### config.mk
export PLATFORM = sky130hd
export DESIGN_NAME = state_dumper
export DESIGN_NICKNAME = d
export VERILOG_FILES = /design/src/rtl/state_dumper.sv
export SDC_FILE = /design/constraint.sdc
export NUM_CORES = 1
export LEC_CHECK = 0
export CAP_MARGIN = 20
export CORE_UTILIZATION = 49
export DETAILED_ROUTE_END_ITERATION = 6
export MAX_ROUTING_LAYER = met4
export PLACE_DENSITY_LB_ADDON = 0.2
export SETUP_SLACK_MARGIN = 0.5
export SLEW_MARGIN = 30
export SYNTH_ARGS = -nofsm -noshare
export SYNTH_HDL_FRONTEND = slang
export SYNTH_SLANG_ARGS = --single-unit
### constraint.sdc
create_clock -name clk -period 2.7 [get_ports clk]
set_input_delay 0.81 -clock clk [delete_from_list [all_inputs] [get_ports clk]]
set_output_delay 0.81 -clock clk [all_outputs]
set_load 0.02 [all_outputs]
### src/rtl/state_dumper.sv
// End-of-run state extractor: halts the core and streams a framed dump of the
// register file and data RAM (header, registers LSB-first, RAM, XOR checksum).
module state_dumper #(
    parameter int ADDR_BITS = 10,
    parameter int N         = 32,
    parameter int M         = 32
) (
    input  logic                 clk,
    input  logic                 rst,
    input  logic                 start,
    output logic                 busy,
    output logic                 done,
    output logic                 core_halt,
    output logic [4:0]           reg_addr,
    input  logic [N-1:0]         reg_rdata,
    output logic [ADDR_BITS-1:0] ram_addr,
    output logic                 ram_en,
    input  logic [7:0]           ram_rdata,
    output logic [7:0]           tx_data,
    output logic                 tx_valid,
    input  logic                 tx_ready
);

    typedef enum logic [2:0] {IDLE, HDR, REG, FETCH, SEND, CSUM} state_t;

    localparam logic [7:0]         CNT_END   = 8'(4 * M);
    localparam logic [ADDR_BITS:0] ADDR_LAST = {1'b0, {ADDR_BITS{1'b1}}};

    state_t               state, state_n;
    logic [7:0]           cnt;
    logic [ADDR_BITS:0]   addr;
    logic [7:0]           data_q;
    logic [7:0]           csum;
    logic [7:0]           lane;
    logic                 xfer;

    // cnt indexes the next register byte to load, so the register file is
    // already addressed for the byte that follows the one on the wire.
    assign lane      = reg_rdata[{cnt[1:0], 3'b000} +: 8];
    assign xfer      = tx_valid && tx_ready;
    assign busy      = (state != IDLE);
    assign core_halt = busy;
    assign reg_addr  = cnt[6:2];
    assign ram_addr  = addr[ADDR_BITS-1:0];

    always_ff @(posedge clk) begin
        if (!rst) begin
            state <= IDLE;
        end else begin
            state <= state_n;
        end
    end

    always_comb begin
        state_n  = state;
        tx_valid = 1'b0;
        tx_data  = 8'h00;
        ram_en   = 1'b0;
        case (state)
            IDLE: begin
                if (start) state_n = HDR;
            end
            HDR: begin
                tx_valid = 1'b1;
                tx_data  = data_q;
                if (tx_ready) state_n = REG;
            end
            REG: begin
                tx_valid = 1'b1;
                tx_data  = data_q;
                if (tx_ready && cnt == CNT_END) state_n = FETCH;
            end
            FETCH: begin
                ram_en  = 1'b1;
                state_n = SEND;
            end
            SEND: begin
                tx_valid = 1'b1;
                tx_data  = ram_rdata;
                if (tx_ready) state_n = (addr == ADDR_LAST) ? CSUM : FETCH;
            end
            CSUM: begin
                tx_valid = 1'b1;
                tx_data  = csum;
                if (tx_ready) state_n = IDLE;
            end
            default: state_n = IDLE;
        endcase
    end

    always_ff @(posedge clk) begin
        if (!rst) begin
            cnt  <= '0;
            addr <= '0;
            done <= 1'b0;
        end else begin
            done <= (state == CSUM) && xfer;
            case (state)
                IDLE: begin
                    if (start) begin
                        cnt  <= '0;
                        addr <= '0;
                    end
                end
                HDR, REG: begin
                    if (xfer && cnt != CNT_END) cnt <= cnt + 8'd1;
                end
                SEND: begin
                    if (xfer && addr != ADDR_LAST) addr <= addr + 1'b1;
                end
                default: ;
            endcase
        end
    end

    // Payload registers need no reset: they are reloaded on every start.
    always_ff @(posedge clk) begin
        case (state)
            IDLE: begin
                if (start) begin
                    data_q <= 8'hA5;
                    csum   <= 8'h00;
                end
            end
            HDR: begin
                if (xfer) data_q <= lane;
            end
            REG: begin
                if (xfer) begin
                    csum <= csum ^ data_q;
                    if (cnt != CNT_END) data_q <= lane;
                end
            end
            SEND: begin
                if (xfer) csum <= csum ^ ram_rdata;
            end
            default: ;
        endcase
    end

endmodule

==> results of run 1 <==
## layout by cell type (no fill, tap or decap), types with 6 or more instances in the layout
| cell | count |
|---|---|
| clkdlybuf4s50_1 | 39 |
| buf_4 | 36 |
| nor2_1 | 28 |
| nand2_1 | 26 |
| dfxtp_1 | 20 |
| a21oi_1 | 17 |
| o21ai_1 | 16 |
| xor2_1 | 16 |
| edfxtp_1 | 16 |
| mux2i_1 | 9 |
| dlygate4sd2_1 | 9 |
| dlymetal6s2s_1 | 9 |
| mux4_2 | 8 |
| a22oi_1 | 8 |
| and2_1 | 7 |
| a31oi_1 | 7 |
| nand2b_1 | 7 |
| and3_1 | 6 |
## registers in the layout, summed over array words and instances (netlist names)
name    count
addr       11
cnt         8
csum        8
data_q      8
state       3
done        1
## report_power, final
part	total (mW)	leakage, nW	switching (mW)	internal (mW)
Sequential	0.704	0.340	0.0420	0.662
Clock	0.399	0.0412	0.218	0.181
Combinational	0.493	1.16	0.244	0.249
Total	1.60	1.54	0.504	1.09
## layout make-up
| class | count | area (µm²) |
|---|---|---|
| inverters | 4 | 15.0 |
| well taps | 70 | 87.6 |
| clock inverters | 2 | 12.5 |
| clock buffers | 6 | 72.6 |
| multi-input cells | 229 | 1600 |
| repair buffers | 102 | 943 |
| fillers | 457 | 1590 |
| flip-flops and latches | 39 | 950 |
## timing repair
action                                 4_1_cts  5_1_grt
resized for setup                           87       12
pin swaps                                   10       10
setup buffers                                3        0
cloned                                       0        0
setup endpoints to repair                   23       28
endpoints found under the hold margin        0        0
## stage by stage
step,cell area [µm²],util,setup TNS [ns],total power [mW],hold slack [ns]
floorplan,2770,-,0,1.00,0.442
global placement,3530,0.670,-1.41,1.19,0.447
detailed placement,3530,0.670,-1.55,1.20,0.452
CTS,3650,0.693,0,1.60,0.464
global route,3680,0.698,0,1.67,0.480
finish,3680,0.698,0,1.60,0.463
## layer usage
layer,vias up,wire length (µm),part of all wire,global-route usage
li1,1252,-,-,-
met1,1198,2840,0.44,0.314
met2,91,3190,0.49,0.380
met3,6,391,0.060,0.0369
met4,0,56,0.0086,0.0679
met5,-,0,0,-
## worst register-to-register path: stages, from the launching register on
cell	delay, ns
dfxtp_4	0.40
buf_8	0.11
buf_4	0.18
nand2b_1	0.11
a21oi_1	0.43
buf_4	0.25
and3_1	0.20
o21ai_1	0.06
a31oi_1	0.13
## cells by family (layout without fill, tap and decap cells)
group / after synthesis / after routing
AND/OR/NAND/NOR: 113 / 113
AO/OA/AOI/OAI: 80 / 80
buffers and inverters: 40 / 114
flip-flops: 39 / 39
multiplexers: 17 / 17
XOR/XNOR: 16 / 16
adder cells (fa/ha/maj): 3 / 3
## worst paths after layout
kind	startpoint	end	slack [ns]	cells past startpoint
worst max-delay path	state[0]$_SDFFE_PN0P_	tx_valid	0.45	4
worst min-delay path	addr[10]$_SDFFE_PN0P_	addr[10]$_SDFFE_PN0P_	0.46	1
worst max register to register	state[0]$_SDFFE_PN0P_	cnt[2]$_SDFFE_PN0P_	0.76	8
worst min register to register	addr[10]$_SDFFE_PN0P_	addr[10]$_SDFFE_PN0P_	0.46	1
==> impl_metrics.csv, run 1 <==
group,metric,value,unit
synthesis,synthSimpleGateAreaFrac,0.211,
cts,cts_made_buffers,5,
placed_design,io_buffers,71,
critical_path,crit_type,"reg2out",
global_route,antenna_found_initial,0,
sta,tightest_slew,0.667,ns
sta,skew,0.0169,ns
synthesis,synth-xor-area-share,0.0507,
critical_path,crit_family,"simple AND/OR/NAND/NOR gates",
floorplan,die_area,0.00595,mm²
synthesis,synth_compound_area_frac,0.194,
global_route,grt_pass1_vias,2388,
synthesis,ys.flop_type,"dfxtp_1",
sta,finalCritPeriodShare,0.833,
flow_run,drv_cap,0,
cells_and_area,area_delta_synth_final,33.0,%
detailed_routing,routedWlPerCell,14.3,µm
global_route,grt_usage,0.239,
synthesis,syn_area,0.00277,mm²
synthesis,synth_top_area_frac,0.174,
cts,cts_hold_buf,0,
cts,cts_tree,"built",
critical_path,start_kind,"flip-flop",
cts,clock_sinks,39,
cells_and_area,insertedDiodeCount,0,
placed_design,placedCellCount,441,
detailed_routing,vias,2547,
cts,cts.path.max_buffers,2,
critical_path,cp_cell_sequence,"buf_8, or3_4, and2_4, buf_6",
floorplan,row_count,26,
sta,rsz0062_at_grt,"yes",
worst_hold_path,worstHoldPathType,"reg2reg",
floorplan,dieWidth,77.1,µm
cts,ctsRootBufferMaster,"clkbuf_8",
cells_and_area,layout.cells.non_filler,452,
critical_path,cp_slowest_cell,"dfxtp_4",
critical_path,slowest_delay,0.38,ns
placed_design,gp_congestion,0.877,
sta,maxSlewHeadroom,0.555,
sta,setup_viol,0,
detailed_routing,drt_iter0_drc,151,
floorplan,core_area,0.00527,mm²
detailed_routing,routed_wl,6480,µm
cts,clkTransAtPathRegs,0.08,ns
global_route,grt.overflow.total,0,
pwr,irDropWorstVdd,238,µV
cts,htreeDepth,2,
synthesis,synth_fp_nets,355,
global_route,grt_pass1_wl,11100,µm
floorplan,die_h,77.1,µm
detailed_routing,antenna_left,0,
floorplan,start_util,0.525,
critical_path,arrival,1.44,ns
synthesis,synth-async-reset-ratio,0,
critical_path,cp_max_fo,6,
detailed_routing,drt-pass1-iter-count,4,
placed_design,place_hpwl,4660,µm
synthesis,synth_cells,308,
synthesis,yosysMostFrequentCell,"nor2_1",
outcome,status,"complete, no violations",
synthesis,yosys.area_share.adder,0.0136,
sta,fmax,445,MHz
synthesis,synth_commonest_cells,"30 x nor2_1, 26 x nand2_1, 23 x dfxtp_1",
pwr,leakage,1.54,nW
critical_path,cp.required,1.89,ns
global_route,grt_max_degree,26,
sta,min_period,2.25,ns
synthesis,synth_cell_types,53,
critical_path,cp_num_buf_inv,2,
synthesis,syn_avg_cell_area,8.98,µm²
sta,postLayoutSetupSlackWorst,0.452,ns
synthesis,muxShareOfSynthArea,0.0977,
placed_design,dp_worst_setup_slack,-0.240,ns
detailed_routing,drc,0,
floorplan,ios,72,
cells_and_area,drive_above_1_share,0.199,
detailed_routing,vias_per_cell,5.63,
sta,hold_viol,0,
synthesis,seq_area_frac_synth,0.340,
sta,maxSlewViolCount,0,
cells_and_area,fin_nets,428,
synthesis,yosys_warnings,0,
synthesis,synth_edf_count,16,
synthesis,synth_seq_cells,39,
synthesis,synth_top_family_by_area,"simple AND/OR/NAND/NOR gates",
critical_path,end_kind,"primary output",
synthesis,synth_area_leaders,"edfxtp_1 17%, dfxtp_1 17%, mux4_2 6.5%, xor2_1 5.1%, buf_4 4.9%",
cts,clk_latency,0.30,ns
synthesis,yosysTopAreaCell,"edfxtp_1",
pwr,power.density,434,mW/mm²
No activity file was read; power rests on OpenSTA's default activity.
==> inputs of run 2 (changes only) <==
--- a/config.mk
+++ b/config.mk
@@ -6,7 +6,7 @@
 export NUM_CORES = 1
 export LEC_CHECK = 0
 export CAP_MARGIN = 20
-export CORE_UTILIZATION = 49
+export CORE_UTILIZATION = 45
 export DETAILED_ROUTE_END_ITERATION = 6
 export MAX_ROUTING_LAYER = met4
 export PLACE_DENSITY_LB_ADDON = 0.2
==> constraint.sdc (replaced) <==
create_clock -name clk -period 2.05 [get_ports clk]
set_input_delay 0.615 -clock clk [delete_from_list [all_inputs] [get_ports clk]]
set_output_delay 0.615 -clock clk [all_outputs]
set_load 0.02 [all_outputs]
==> impl_metrics.csv, run 2 (synthesis gave the netlist of run 1 again) <==
group,metric,value,unit
critical_path,cp_slowest_cell,"dfxtp_4",
cells_and_area,fin_area,0.00455,mm²
critical_path,cp_num_buf_inv,3,
sta,tightest_slew,0.387,ns
sta,rsz0062_at_grt,"yes",
placed_design,place_hpwl,5240,µm
critical_path,start_kind,"flip-flop",
floorplan,row_count,28,
floorplan,core_area,0.00592,mm²
pwr,power.density,558,mW/mm²
sta,fmax,469,MHz
critical_path,cp.required,1.43,ns
sta,setup_viol,9,
sta,skew,0.0141,ns
critical_path,arrival,1.52,ns
placed_design,io_buffers,71,
cells_and_area,largest_register_ffs,11,
critical_path,cp_max_fo,6,
global_route,grt_max_degree,26,
critical_path,r2r_end,"addr[2]$_SDFFE_PN0P_",
pwr,irDropWorstVdd,284,µV
global_route,grt_pass1_wl,12800,µm
detailed_routing,antenna_left,0,
critical_path,crit_type,"reg2out",
pwr,p_seq_frac,0.360,
placed_design,placedCellCount,476,
pwr,p_sw,0.808,mW
critical_path,r2r-start,"addr[1]$_SDFFE_PN0P_",
global_route,antenna_found_initial,0,
cts,htreeDepth,2,
critical_path,cp_cell_sequence,"nand2b_4, nor2_4, buf_6, buf_16, nand2_2, o21ai_1, buf_4",
floorplan,start_util,0.467,
detailed_routing,routed_wl,8690,µm
sta,hold_viol,0,
global_route,grt_usage,0.266,
pwr,combPwrFrac,0.388,
flow_run,drv_cap,0,
detailed_routing,routedWlPerCell,17.1,µm
pwr,clock_power_share,0.252,
placed_design,dp_worst_setup_slack,-0.514,ns
pwr,swShare,0.318,
cts,clock_sinks,39,
floorplan,die_h,80.4,µm
cells_and_area,drive_above_1_share,0.505,
global_route,grt.overflow.total,0,
sta,maxSlewHeadroom,0.740,
placed_design,post_dp_cell_area,0.00386,mm²
sta,tns,-0.314,ns
detailed_routing,drc,0,
cells_and_area,area_delta_synth_final,64.7,%
critical_path,slowest_delay,0.38,ns
cts,cts_made_buffers,5,
detailed_routing,drt_iter0_drc,181,
cells_and_area,final_cell_mix,"58 x buf_4, 33 x buf_6, 23 x nor2_1, 20 x dlygate4sd2_1, 18 x nand2_1",
critical_path,end_kind,"primary output",
worst_hold_path,worstHoldPathType,"reg2reg",
pwr,intPower,1.73,mW
outcome,status,"finished, violations left",
cts,clk_latency,0.30,ns
cts,cts.path.max_buffers,2,
floorplan,ios,72,
detailed_routing,vias_per_cell,5.70,
detailed_routing,drt-pass1-iter-count,4,
cells_and_area,layout.cells.non_filler,509,
cts,cts_tree,"built",
floorplan,dieWidth,80.4,µm
worst_hold_path,hold_end,"addr[10]$_SDFFE_PN0P_",
cells_and_area,insertedDiodeCount,0,
cells_and_area,regMostFlops,"addr",
critical_path,crit_family,"buffers and inverters",
global_route,grt_pass1_vias,2642,
sta,maxSlewViolCount,0,
critical_path,r2r_cells,7,
detailed_routing,vias,2900,
critical_path,ff2ff_setup_slack,0.29,ns
outcome,violations,"negative setup slack",
cts,clkTransAtPathRegs,0.09,ns
sta,postLayoutSetupSlackWorst,-0.0835,ns
worst_hold_path,worst_hold_startpoint,"addr[10]$_SDFFE_PN0P_",
worst_hold_path,hold_depth,1,
placed_design,gp_congestion,0.859,
sta,finalCritPeriodShare,1.04,
sta,min_period,2.13,ns
cts,ctsRootBufferMaster,"clkbuf_8",
cells_and_area,final_common_cell,"buf_4",
pwr,leakage,2.02,nW
cells_and_area,fin_nets,480,
floorplan,die_area,0.00646,mm²
==> run 2: power by group through the flow <==
stage / Combinational (mW) / Sequential, mW / Clock (mW)
floorplan: 0.433 / 0.925 / 0
global placement: 0.755 / 0.923 / 0
detailed placement: 0.769 / 0.926 / 0
CTS: 0.895 / 0.910 / 0.636
global route: 1.04 / 0.917 / 0.680
finish: 0.985 / 0.915 / 0.642
==> run 2: area by class of cell <==
type	count	area [µm²]
Multi-Input combinational cell	229	1920
Timing Repair Buffer	154	1420
Fill cell	404	1370
Sequential cell	39	982
Clock buffer	7	108
Tap cell	75	93.8
Inverter	4	25.0
Clock inverter	1	5.00
==> run 2: worst max path at each step <==
| stage | from | endpoint | slack (ns) | cells past startpoint |
|---|---|---|---|---|
| after floorplan | cnt[0]$_SDFFE_PN0P_ | data_q[0]$_SDFFCE_PN1P_ | 0.21 | 8 |
| after global placement | ram_rdata[4] | tx_data[4] | -0.52 | 4 |
| after detailed placement | ram_rdata[4] | tx_data[4] | -0.51 | 4 |
| after CTS | state[2]$_SDFFE_PN0P_ | tx_valid | -0.01 | 4 |
| after global routing | state[0]$_SDFFE_PN0P_ | tx_data[5] | -0.13 | 7 |
| final | state[0]$_SDFFE_PN0P_ | tx_data[5] | -0.08 | 7 |
==> run 2: per-stage QoR <==
stage / utilization / hold slack, ns / total power, mW
6_report: 0.769 / 0.471 / 2.54
5_1_grt: 0.769 / 0.484 / 2.64
4_1_cts: 0.734 / 0.469 / 2.44
3_5_place_dp: 0.653 / 0.457 / 1.70
3_3_place_gp: 0.653 / 0.449 / 1.68
2_1_floorplan: - / 0.437 / 1.36
==> run 2: timing repair <==
| action | CTS | global route |
|---|---|---|
| setup buffers | 21 | 2 |
| gates resized for setup | 234 | 61 |
| setup endpoints to repair | 75 | 69 |
| gates cloned | 2 | 0 |
| hold buffers | 0 | 0 |
| pin swaps | 20 | 28 |
==> run 2: per-layer routing <==
metal / share of wire / vias to the layer above / track usage / wire length (µm)
met5: 0 / - / - / 0
met4: 0.013 / 0 / 0.0839 / 113
met3: 0.047 / 9 / 0.0398 / 410
met2: 0.52 / 109 / 0.464 / 4500
met1: 0.42 / 1425 / 0.315 / 3670
li1: - / 1357 / - / -
